$ cat src/rtl/seq_piso_serializer.sv
// seq_piso_serializer
//   Parallel-in serial-out feeder for the serial sequence-detector stage.
//   Words arrive on a valid/ready handshake. Each word is shifted out MSB
//   first, one bit per clock, on x_out with x_valid. x_last flags the final
//   bit of every frame. Back-to-back words produce gap-free frames.
//
//   Optional build macro: SEQ_PISO_PARITY_EN
//     When defined, an even-parity bit (^ of the captured word) is appended
//     after the LSB and x_last moves onto that parity bit.
//
// Parameters
//   WIDTH     data bits per word (>= 2)
//
// Ports
//   clk       rising-edge clock
//   rst       synchronous reset, active-high
//   in_data   parallel word, captured on in_valid & in_ready
//   in_valid  source has a word on in_data
//   in_ready  block can accept a word this cycle (combinational)
//   x_out     registered serial bit to the detector
//   x_valid   registered, x_out carries a frame bit
//   x_last    registered, x_out is the final bit of the frame

module seq_piso_serializer #(
  parameter int WIDTH = 8
) (
  input  logic             clk,
  input  logic             rst,
  input  logic [WIDTH-1:0] in_data,
  input  logic             in_valid,
  output logic             in_ready,
  output logic             x_out,
  output logic             x_valid,
  output logic             x_last
);

`ifdef SEQ_PISO_PARITY_EN
  localparam int FL = WIDTH + 1;
`else
  localparam int FL = WIDTH;
`endif
  localparam int CW = $clog2(FL + 1);

  // Counter value of the bit just before the last one; reaching it means the
  // bit registered next is the final bit of the frame.
  localparam logic [CW-1:0] PRE_LAST = CW'(FL - 2);

  typedef enum logic {
    IDLE  = 1'b0,
    SHIFT = 1'b1
  } state_t;

  state_t          state, state_nxt;
  logic [FL-1:0]   sreg_p0, sreg_nxt;
  logic [CW-1:0]   cnt_p0, cnt_nxt;
  logic            x_out_nxt, x_valid_nxt, x_last_nxt;
  logic            xfer;
  logic [FL-1:0]   word;

  // Builds the frame image for a captured word, MSB at the top.
  function automatic logic [FL-1:0] frame_word(input logic [WIDTH-1:0] d);
`ifdef SEQ_PISO_PARITY_EN
    return {d, ^d};
`else
    return d;
`endif
  endfunction

  assign in_ready = (state == IDLE) | ((state == SHIFT) & x_last);
  assign xfer     = in_valid & in_ready;
  assign word     = frame_word(in_data);

  always_comb begin
    state_nxt   = state;
    sreg_nxt    = sreg_p0;
    cnt_nxt     = cnt_p0;
    x_out_nxt   = 1'b0;
    x_valid_nxt = 1'b0;
    x_last_nxt  = 1'b0;

    case (state)
      IDLE: begin
        if (xfer) begin
          state_nxt   = SHIFT;
          x_out_nxt   = word[FL-1];
          x_valid_nxt = 1'b1;
          sreg_nxt    = word << 1;
          cnt_nxt     = '0;
        end
      end

      SHIFT: begin
        if (x_last) begin
          // Final bit is on the wire: either chain the next word with no
          // gap, or fall back to idle with the outputs parked at zero.
          if (xfer) begin
            x_out_nxt   = word[FL-1];
            x_valid_nxt = 1'b1;
            sreg_nxt    = word << 1;
            cnt_nxt     = '0;
          end else begin
            state_nxt = IDLE;
            cnt_nxt   = '0;
          end
        end else begin
          x_out_nxt   = sreg_p0[FL-1];
          x_valid_nxt = 1'b1;
          x_last_nxt  = (cnt_p0 == PRE_LAST);
          sreg_nxt    = sreg_p0 << 1;
          cnt_nxt     = cnt_p0 + 1'b1;
        end
      end

      default: begin
        state_nxt = IDLE;
      end
    endcase
  end

  // ---- stage p0: state, shift register, counter and registered outputs ----
  always_ff @(posedge clk) begin
    if (rst) begin
      state   <= IDLE;
      sreg_p0 <= '0;
      cnt_p0  <= '0;
      x_out   <= 1'b0;
      x_valid <= 1'b0;
      x_last  <= 1'b0;
    end else begin
      state   <= state_nxt;
      sreg_p0 <= sreg_nxt;
      cnt_p0  <= cnt_nxt;
      x_out   <= x_out_nxt;
      x_valid <= x_valid_nxt;
      x_last  <= x_last_nxt;
    end
  end

endmodule

$ cat config.mk
export PLATFORM = sky130hd
export DESIGN_NAME = seq_piso_serializer
export DESIGN_NICKNAME = d
export VERILOG_FILES = /design/src/rtl/seq_piso_serializer.sv
export SDC_FILE = /design/constraint.sdc
export NUM_CORES = 1
export LEC_CHECK = 0
export ABC_AREA = 1
export CAP_MARGIN = 20
export CORE_UTILIZATION = 30
export CTS_CLUSTER_SIZE = 12
export DETAILED_ROUTE_END_ITERATION = 10
export PLACE_DENSITY = 0.57
export SYNTH_ARGS = -nofsm -noshare
export SYNTH_HDL_FRONTEND = slang
export SYNTH_SLANG_ARGS = --single-unit
$ cat constraint.sdc
create_clock -name clk -period 1.2 [get_ports clk]
set_input_delay 0.24 -clock clk [delete_from_list [all_inputs] [get_ports clk]]
set_output_delay 0.24 -clock clk [all_outputs]
set_load 0.005 [all_outputs]
---- After elaboration in Yosys (flattened, before gate mapping) ----
Index checks and enable logic that the tools add are counted.
cells by class
  eq/ne operators ......................... 2
  $add $sub $neg .......................... 1
  bitwise logic cells ..................... 4
  reduce and logical (&&, ||, !) cells .... 1
  multiplexer cells ....................... 12
operators with widths
  operator                                                         number
  8-bit two-way mux                                                2
  8-bit case mux with 2 select lines                               1
  4-bit two-way mux                                                2
  4-bit case mux with 2 select lines                               1
  4-bit by 1-bit adder with 4-bit output, second input constant    1
  4-bit by 3-bit == test with 1-bit output, second input constant  1
  1-bit two-way mux                                                4
  1-bit case mux with 2 select lines                               2
  3-bit OR reduction                                               1
  1-bit bitwise AND                                                2
  2-bit != test, second input constant                             1
  1-bit NOT                                                        1
  1-bit OR                                                         1
storage, ports and cells
  logic and storage cells ................. 25
  bits in registers ....................... 15
  output and inout bits ................... 4
  input port bits ......................... 11

---- Logic depth before layout (Yosys ltp) ----
Gate-level depths: netlist (run 1).
  depth in word-level cells ............... 6
  mapped depth ............................ 6
  gate-level depth less buffers ........... 6

---- Worst setup path before layout (run 1) ----
Ideal clock, no wire load.
  path kind ............................... reg2reg
  from .................................... register cnt_p0[0]
  to ...................................... register cnt_p0[1]
  slack ................................... 0.125 ns
  setup time .............................. 0.070 ns
  period minus slack after synthesis ...... 1.075 ns
  stages on the path, launching flop included .. 5
  data arrival time ....................... 1.005 ns
  buffers on the path ..................... 0
  required time ........................... 1.130 ns
  cell sequence ........................... dfxtp_1 inv_1 ha_1 or2_1 a21oi_1
between the ends
  word-level cells in the longest chain between the ends .. 3
RTL lines
  what                                    RTL line  RTL
  start: declaration                      55        logic [CW-1:0] cnt_p0, cnt_nxt;
  start signal: assignment                132       cnt_p0 <= cnt_nxt;
  4-bit by 1-bit adder with 4-bit output  110       cnt_nxt = cnt_p0 + 1'b1;
  4-bit two-way mux                       93        if (x_last) begin
  4-bit case mux with 2 select lines      81        case (state)
Every way passes these cells.
A chain may end at the register's enable or synchronous reset.

---- Worst setup path after layout (run 1) ----
  from .................................... register x_last
  to ...................................... output port in_ready
between the ends
  word-level cells in the longest chain between the ends .. 2
RTL lines
  what                      RTL line  RTL
  start: declaration        34        output logic x_last
  start signal: assignment  135       x_last <= x_last_nxt;
  1-bit bitwise AND         69        assign in_ready = (state == IDLE) | ((state == SHIFT) & x_last);
  1-bit OR                  69
  end: declaration          31        output logic in_ready,
Every way passes these cells.

==> metrics, run 1 <==
outcome complete, no violations; hold buffer count at CTS 0; synthesis-stage register bit count 15; CP Depth 4; chip width roughly 52 µm; Clk pin slew, worst setup/hold paths 80 ps; row cnt 17; Initial Util ~33%; CP Cell Sequence buf_4 -> inv_2 -> nand2_2 -> clkbuf_2; clock skew roughly 0.54 ps; worst reg2reg setup slack 40 ps; Synth area leaders dfxtp_1 41%, nand2_1 9.6%, nor2_1 8.1%; vias per cell 4.56; worst r2r src x_last; Post-Layout Inst Area about 1000 µm²; relative max-transition margin between 80% and 90%; Setup WS post-layout approximately 9.3 ps; critical path arrival around 950 ps; worst skew pair latency ~280 ps; WL final around 1600 µm; Critical Path Sink in_ready; dpl ws -149 ps; CP Class flop to primary output; top cell type's share of synthesized area approximately 41%; Final Wtd Congestion roughly 0.75; Die Y 51.7 µm; CP max stage cell dfxtp_2; grt total ovfl 0; Post-Syn Nets approximately 110; # IOs 15; Crit path max-delay family flip-flops; Overall Global Routing Usage between 10% and 20%; antenna violations before repair 0; number of global-route vias before repair roughly 650; Mean Syn Cell Area between 7 and 8 µm²; ratio of cells with drive above 1 in the final layout 22.0%; Clk Tree Root Cell clkbuf_4; Pleak approximately 0.44 nW; FF-to-FF path depth 7; crit path launch type flop; CTS sink count 15; CTS tree yes; Syn-to-layout area delta 35.6%; FF-to-FF End sreg_p0[1]; max_cap viols 0; Final Net Count between 100 and 150; number of diodes 0; first-pass GRT wire length around 2800 µm; Worst Path Buf+Inv 3; data required time of the critical path about 960 ps; DRT iter0 DRCs 4; post-synth top area cell dfxtp_1; total CTS buffers 3; Hold Path Class flop to flop; RSZ-0062 raised after global routing yes; Fin. Hold Viols 0; Fill cells around 230; # DRC 0; largest net degree at the start of global routing 14; DP Wirelength 1120 µm; # port buffers 14; # H-tree levels 1; worst slew pin tran 203 ps; Synth cell types 21; fin crit period between 1000 and 1500 ps; crit path max fanout 2; Via Count just under 700; CP max stage delay 330 ps; drt first pass iters 3; Crit. End Element primary output; Die Area 2670 µm²; cells after synthesis a little under 100; Area after DPL ~940 µm²; Peak VDD IR between 0.5 and 0.6 mV; number of synthesis warnings 0; power density over the cells between 1000 and 1500 nW/µm²; Mapped Area 741 µm²; Max Root-Sink Buffers 2; Seq/Total Area, Yosys between 40% and 50%; area of the core 2280 µm²; Max Freq 0.840 GHz; setup violators final 0; final slew viol count 0; Wirelength per Cell about 11 µm; CP Launch Point x_last; period utilization between 90 and 100%; Final ANT Viol Nets 0
## per-layer routing
| metal | GRT usage, % | vias to the layer above | share of wire [%] | routed length, µm |
|---|---|---|---|---|
| met1 | 17.1 | 317 | 49 | 785 |
| met4 | 2.70 | 0 | 0.63 | 10 |
| li1 | - | 356 | - | - |
| met5 | 0 | - | 0 | 0 |
| met3 | 4.68 | 2 | 4.5 | 72 |
| met2 | 23.8 | 14 | 46 | 726 |
## state kept, by name, indices dropped and copies added (netlist names)
signal   cells
x_last       1
x_out        1
cnt_p0       4
state        1
sreg_p0      8
## worst min-delay path by stage
stage	startpoint	endpoint	slack [ps]	depth (start not counted)
after CTS	sreg_p0[0]	sreg_p0[0]	460	2
after global placement	sreg_p0[0]	sreg_p0[0]	430	2
final	sreg_p0[0]	sreg_p0[0]	450	2
after global routing	sreg_p0[0]	sreg_p0[0]	480	2
after floorplan	rst	x_out	300	1
after detailed placement	sreg_p0[0]	sreg_p0[0]	440	2
## final cells by class
cell class	count	area (µm²)	area share, %
clock buffer	4	26.3	2.62
inverter	12	45.0	4.48
multi-input combinational	67	357	35.5
sequential	15	303	30.1
tap	28	35.0	3.49
timing repair buffer	25	239	23.8
## worst register-to-register path, cell delays in order, from the launching register on
cell and delay [ps]:
dfxtp_2 330, buf_4 110, inv_2 30, nand2_2 70, buf_4 200, nand2_1 110
o21ai_0 150, nor2_1 50
## kinds of logic after synthesis
logic type | after synthesis | share of synthesized area [%]
AND/OR/NAND/NOR | 55 | 36.3
buffers and inverters | 16 | 11.7
flip-flops | 15 | 40.5
AO/OA/AOI/OAI | 10 | 8.11
adder cells (fa/ha/maj) | 2 | 3.38
## synth_stat cells (all sizes together)
cell type,instances
nand2,20
nor2,17
dfxtp,15
inv,12
nand3,10
a21oi,6
nand3b,5
buf,4
o21ai,3
ha,2
nand4,1
nor3,1
o21bai,1
or2,1
## stage by stage
step	cells	hold slack [ps]	utilization [%]	power [mW]	setup TNS, ps
final	151	452	44.1	1.04	0
after global routing	151	481	44.1	1.11	-51.2
after CTS	150	457	43.4	1.04	-78.0
after detailed placement	143	444	41.3	0.748	-941
after global placement	143	432	41.3	0.745	-531
after floorplan	98	302	-	0.667	0
## placed cells by master (no fill, tap or decap)
master	synthesis	layout
nand2_1	19	18
nor2_1	16	16
dfxtp_1	15	13
inv_1	10	10
clkdlybuf4s50_1	0	10
buf_4	1	9
nand3_1	8	8
nand3b_1	5	5
a21oi_1	4	4
clkbuf_4	0	3
dlygate4sd2_1	0	3
inv_2	2	2
nand2_2	1	2
o21ai_0	2	2
nand3_2	2	2
a21oi_2	2	2
ha_1	2	2
buf_12	0	2
dfxtp_2	0	2
nor2_4	1	1
or2_1	1	1
o21ai_1	1	1
nor3_2	1	1
nand4_1	1	1
o21bai_1	1	1
clkbuf_1	0	1
clkbuf_2	0	1
## report_power, final
group          internal (mW)  switching [mW]  total, mW
combinational          0.110           0.100      0.210
sequential             0.528          0.0141      0.542
clock                  0.129           0.155      0.284
## what timing repair did
item / CTS / global route
setup buffers: 3 / 1
resized for setup: 7 / 2
endpoints found under the setup margin: 4 / 12
pin swaps: 0 / 1
endpoints found under the hold margin: 0 / 0
No activity file was read; power rests on OpenSTA's default activity.
==> run 2, diff against run 1 <==
--- a/config.mk
+++ b/config.mk
@@ -5,12 +5,12 @@
 export SDC_FILE = /design/constraint.sdc
 export NUM_CORES = 1
 export LEC_CHECK = 0
-export ABC_AREA = 1
-export CAP_MARGIN = 20
+export ABC_CLOCK_PERIOD_IN_PS = 1200
+export CAP_MARGIN = 30
 export CORE_UTILIZATION = 30
 export CTS_CLUSTER_SIZE = 12
 export DETAILED_ROUTE_END_ITERATION = 10
-export PLACE_DENSITY = 0.57
+export PLACE_DENSITY = 0.58
 export SYNTH_ARGS = -nofsm -noshare
 export SYNTH_HDL_FRONTEND = slang
 export SYNTH_SLANG_ARGS = --single-unit
==> metrics, run 2 <==
outcome finished with violations; failing checks negative setup slack; grt total ovfl 0 (unchanged); Syn-to-layout area delta 43.9%; drt first pass iters 4 (+1); final slew viol count 0 (unchanged); Wirelength per Cell 12.4 µm (+17%); # H-tree levels 1 (unchanged); total CTS buffers 3 (unchanged); vias per cell 4.75 (+4.2%); CP Class flop to primary output; Post-Syn Nets 82 (-26%); Top reg by flops sreg_p0; WL met3 53 µm (-26%); CTS sink count 15 (unchanged); Synth area leaders dfxtp_1 46%, mux2i_1 11%, a211oi_1 8.1%; Largest register FFs 8 (unchanged); Crit path max-delay family flip-flops; first-pass GRT wire length 2430 µm (-12%); hold buffer count at CTS 0 (unchanged); number of synthesis warnings 0 (unchanged); placed insts 115 (-20%); Met2 Wirelength 733 µm (+0.96%); ratio of cells with drive above 1 in the final layout 27.4% (+5.4 points); area of the core 2000 µm² (-12%); Max Freq 0.800 GHz (-4.8%); CP max stage delay 330 ps (about the same); Initial Util 32.4% (-0.11 points); power density over the cells 1080 nW/µm² (+4.9%); Post-synth EDFFs 0 (unchanged); setup violators final 2 (+2); antenna violations before repair 0 (unchanged); Final Net Count 109 (-20%); Sum Neg Setup Slack -78.8 ps (-78.8 ps); most frequent cells after synthesis 15 x dfxtp_1, 12 x nor2_1, 7 x a211oi_1, 7 x mux2i_1, 4 x nand2_1; CP max stage cell dfxtp_2; Mean Syn Cell Area 9.41 µm² (+25%); DRT iter0 DRCs 10 (+6); Die Y 48.5 µm (-6.1%); Top Registers sreg_p0 x8, cnt_p0 x4; Hold Path Class flop to flop; WL final 1510 µm (-5.1%); crit path launch type flop; Tot Pwr 1.01 mW (-2.4%); CTS tree yes; Fin. Hold Viols 0 (unchanged); Post-Layout Inst Area 935 µm² (-7.0%); fin crit period 1250 ps (+60.0 ps); Top Metal Used met4; Final ANT Viol Nets 0 (unchanged); Max Root-Sink Buffers 2 (unchanged); asr flop ratio synth 0% (unchanged); chip width 48.5 µm (-6.1%); # port buffers 14 (unchanged); most common cell in the netlist dfxtp_1; top_reg_cell synth dfxtp_1; CP Cell Sequence and2b_2 -> inv_4 -> buf_6; crit path max fanout 3 (+1); Worst Path Buf+Inv 2 (-1); Mapped Area 649 µm² (-12%); Final Wtd Congestion 0.744 (-0.67%); commonest non-fill, non-tap cell in the layout dfxtp_1; Clk pin slew, worst setup/hold paths 80 ps (about the same); most frequent cells in the layout 13 x dfxtp_1, 12 x nor2_1, 10 x clkdlybuf4s50_1, 10 x buf_4, 7 x mux2i_1; post-synth top area cell dfxtp_1; Via Count 580 (-16%); Crit. End Element primary output; worst skew pair latency 280 ps (about the same); row cnt 16 (-1); Die Area 2350 µm² (-12%); RSZ-0062 raised after global routing yes; number of diodes 0 (unchanged); dpl ws -127 ps (+22.3 ps); synthesis-stage register bit count 15 (unchanged); clock skew 2.51 ps (+1.97 ps); data required time of the critical path 960 ps (about the same); DP Wirelength 1080 µm (-3.7%); Clk Tree Root Cell clkbuf_4; Overall Global Routing Usage 14.0% (+0.034 points); top cell type's share of synthesized area 46.2% (+5.7 points); Pleak 0.387 nW (-13%); max_cap viols 0 (unchanged); Synth cell types 23 (+9.5%); Metal-1 WL 704 µm (-10%); Area after DPL 863 µm² (-8.1%); worst slew pin tran 268 ps (+65.0 ps); Setup WS post-layout -50.7 ps (-60.0 ps); Non-Filler Instances 122 (-19%); cells after synthesis 69 (-30%); number of global-route vias before repair 515 (-21%); Peak VDD IR 0.639 mV (+9.5%); Fill cells 199 (-15%); largest net degree at the start of global routing 12 (-2); period utilization 104% (+5.0 points); relative max-transition margin 82.1% (-4.3 points); # IOs 15 (unchanged); critical path arrival 1010 ps (+60 ps); Seq/Total Area, Yosys 46.2% (+5.7 points); # DRC 0 (unchanged)
run 2: cell types whose count changed in the layout (fill, tap and decap cells not counted), sizes merged, moves of 5 or more:
cell,change
nand2,-16
inv,-9
a211oi,+7
mux2i,+7
nand3,-7
nor2,-5
run 2: final cells by class:
class | instances | area, µm² | share of cell area [%]
inverters | 3 | 13.8 | 1.47
flip-flops and latches | 15 | 303 | 32.4
clock buffers | 4 | 26.3 | 2.81
repair buffers | 26 | 228 | 24.4
multi-input cells | 47 | 330 | 35.3
well taps | 27 | 33.8 | 3.61
run 2: routing by layer:
layer | GRT usage, % | up-vias
li1 | - | 294
met1 | 17.5 | 273
met2 | 22.1 | 11
met3 | 3.77 | 2
met4 | 7.35 | 0
met5 | 0 | -
run 2: power by group:
part | internal, mW | leakage (nW) | switching (mW)
combinational | 0.106 | 0.248 | 0.0819
clock | 0.129 | 0.0150 | 0.153
sequential | 0.526 | 0.124 | 0.0157
total | 0.761 | 0.387 | 0.250
run 2: cells by family after synthesis:
group / synth area share [%]
AOI/OAI and AO/OA: 13.7
adders and majority gates: 3.85
buffers and inverters: 6.36
DFF: 46.2
muxes: 10.8
and+or+nand+nor: 19.1
run 2: worst min-delay path, delay by kind of cell, from the launching register on:
kind               cells  cell delay (ps)
AOI/OAI and AO/OA      1               50
and+or+nand+nor        1               50
DFF                    1              320
run 2: metrics by stage:
stage | utilization (%) | hold slack (ps)
floorplan | - | 313
global placement | 43.1 | 449
detailed placement | 43.1 | 450
CTS | 45.6 | 465
global route | 46.7 | 481
finish | 46.7 | 459
run 2: path summary, 6_finish.rpt:
| path | depth (start not counted) | startpoint | slack, ps | endpoint |
|---|---|---|---|---|
| worst max-delay path | 3 | x_last | -50 | in_ready |
| worst min-delay path | 2 | sreg_p0[7] | 460 | x_out |
| worst max register to register | 5 | x_last | -30 | cnt_p0[3] |
| worst min register to register | 2 | sreg_p0[7] | 460 | x_out |
run 2: repair_timing:
item                                    in CTS  in global routing
gates resized for setup                     14                  7
endpoints found under the setup margin       5                  8
pin swaps                                    2                  3
endpoints found under the hold margin        0                  0
setup buffers                                2                  1
==> run 3, diff against run 2 <==
--- a/config.mk
+++ b/config.mk
@@ -7,6 +7,7 @@
 export LEC_CHECK = 0
 export ABC_CLOCK_PERIOD_IN_PS = 1200
 export CAP_MARGIN = 30
+export CORE_ASPECT_RATIO = 0.9
 export CORE_UTILIZATION = 30
 export CTS_CLUSTER_SIZE = 12
 export DETAILED_ROUTE_END_ITERATION = 10
==> metrics, run 3 (synthesis gave the netlist of run 2 again) <==
total CTS buffers 3 (unchanged); Sum Neg Setup Slack -100 ps (-21.7 ps); crit path max fanout 5 (+2); DP Wirelength 1050 µm (-2.9%); Die Y 46.1 µm (-4.9%); worst r2r src x_last; vias per cell 4.96 (+4.3%); Hold Path Class flop to flop; power density over the cells 1060 nW/µm² (-2.1%); Max Root-Sink Buffers 2 (unchanged); Pleak 0.404 nW (+4.4%); row cnt 15 (-1); fin crit period 1250 ps (+1.48 ps); Wirelength per Cell 13.4 µm (+7.7%); CTS sink count 15 (unchanged); ratio of cells with drive above 1 in the final layout 37.2% (+9.9 points); hold path start sreg_p0[7]; WL final 1590 µm (+5.0%); Final Wtd Congestion 0.734 (-1.4%); Post-Layout Inst Area 996 µm² (+6.6%); Die Area 2350 µm² (about the same); # H-tree levels 1 (unchanged); Initial Util 33.0% (+0.51 points); CP Launch Point x_last; Overall Global Routing Usage 14.1% (+0.11 points); Fin. Hold Viols 0 (unchanged); most frequent cells in the layout 13 x dfxtp_1, 10 x clkdlybuf4s50_1, 7 x mux2i_1, 7 x nor2_1, 7 x buf_4; Fill cells 199 (unchanged); # port buffers 14 (unchanged); data required time of the critical path 1420 ps (+460 ps); chip width 51.0 µm (+5.2%); Setup WS post-layout -52.2 ps (-1.48 ps); # IOs 15 (unchanged); Peak VDD IR 0.619 mV (-3.2%); DRT iter0 DRCs 3 (-7); period utilization 104% (+0.12 points); Final Net Count 108 (-0.92%); crit path launch type flop; area of the core 1970 µm² (-1.6%); number of diodes 0 (unchanged); hold buffer count at CTS 0 (unchanged); antenna violations before repair 0 (unchanged); critical path arrival 1470 ps (+460 ps); worst slew pin tran 235 ps (-32.3 ps); worst skew pair latency 280 ps (about the same); outcome finished with violations; final slew viol count 0 (unchanged); setup violators final 2 (unchanged); largest net degree at the start of global routing 16 (+4); Crit. End Element flop; Top Registers sreg_p0 x8, cnt_p0 x4; failing checks negative setup slack; Max Freq 0.799 GHz (-0.12%); Area after DPL 873 µm² (+1.2%); Via Count 590 (+1.7%); number of global-route vias before repair 543 (+5.4%); Final ANT Viol Nets 0 (unchanged); relative max-transition margin 84.3% (+2.2 points); Clk Tree Root Cell clkbuf_4; Largest register FFs 8 (unchanged); RSZ-0062 raised after global routing yes; # DRC 0 (unchanged); Clk pin slew, worst setup/hold paths 90 ps (about the same); clock skew 0.694 ps (-1.81 ps); Top reg by flops sreg_p0; drt first pass iters 4 (unchanged); CTS tree yes; max_cap viols 0 (unchanged); Syn-to-layout area delta 53.4%; commonest non-fill, non-tap cell in the layout dfxtp_1; first-pass GRT wire length 2390 µm (-1.7%); CP Class flop to flop; grt total ovfl 0 (unchanged)
[run 3: worst max-delay path: stages, from the launching register on]
cell and delay (ps):
dfxtp_2 330, and2b_2 240, inv_4 40, buf_6 120, or3_1 300, a31oi_1 150
[run 3: power breakdown]
| group | internal (mW) | switching (mW) |
|---|---|---|
| logic | 0.125 | 0.0937 |
| registers | 0.526 | 0.0185 |
| clock network | 0.124 | 0.168 |
[run 3: final cells by class]
cell class / count / area [µm²] / area share (%)
multi-input cells: 47 / 362 / 36.3
inverters: 3 / 13.8 / 1.38
clock buffers: 3 / 22.5 / 2.26
flip-flops and latches: 15 / 303 / 30.4
well taps: 25 / 31.3 / 3.14
clock inverters: 1 / 5.00 / 0.503
repair buffers: 25 / 259 / 26.0
[run 3: stage by stage]
stage	utilization (%)	total power, mW	setup slack, ps	cells	hold WS (ps)
CTS	47.6	1.04	-49.0	117	484
global route	50.5	1.11	-93.0	119	517
floorplan	-	0.636	16.9	69	313
global placement	44.3	0.721	-131	113	470
detailed placement	44.3	0.725	-161	113	475
finish	50.5	1.06	-52.2	119	495
[run 3: per-layer routing]
metal  routed length [µm]  GRT usage (%)  vias to the layer above  share of wire [%]
met4                   17           3.33                        0                1.1
met1                  769           18.3                      278                 48
met3                   83           5.28                        2                5.2
met5                    0              0                        -                  0
li1                     -              -                      294                  -
met2                  718           22.4                       16                 45
[run 3: final timing paths]
path | depth (start not counted) | to | slack, ps
worst min-delay path | 2 | x_out | 500
worst max-delay path | 5 | cnt_p0[3] | -50
worst min register to register | 2 | x_out | 500
worst max register to register | 5 | cnt_p0[3] | -50
[run 3: what timing repair did]
action                     4_1_cts  5_1_grt
setup buffers                    0        1
gates cloned                     0        1
pin swaps                        0        9
resized for setup               22       10
setup endpoints to repair       13       11
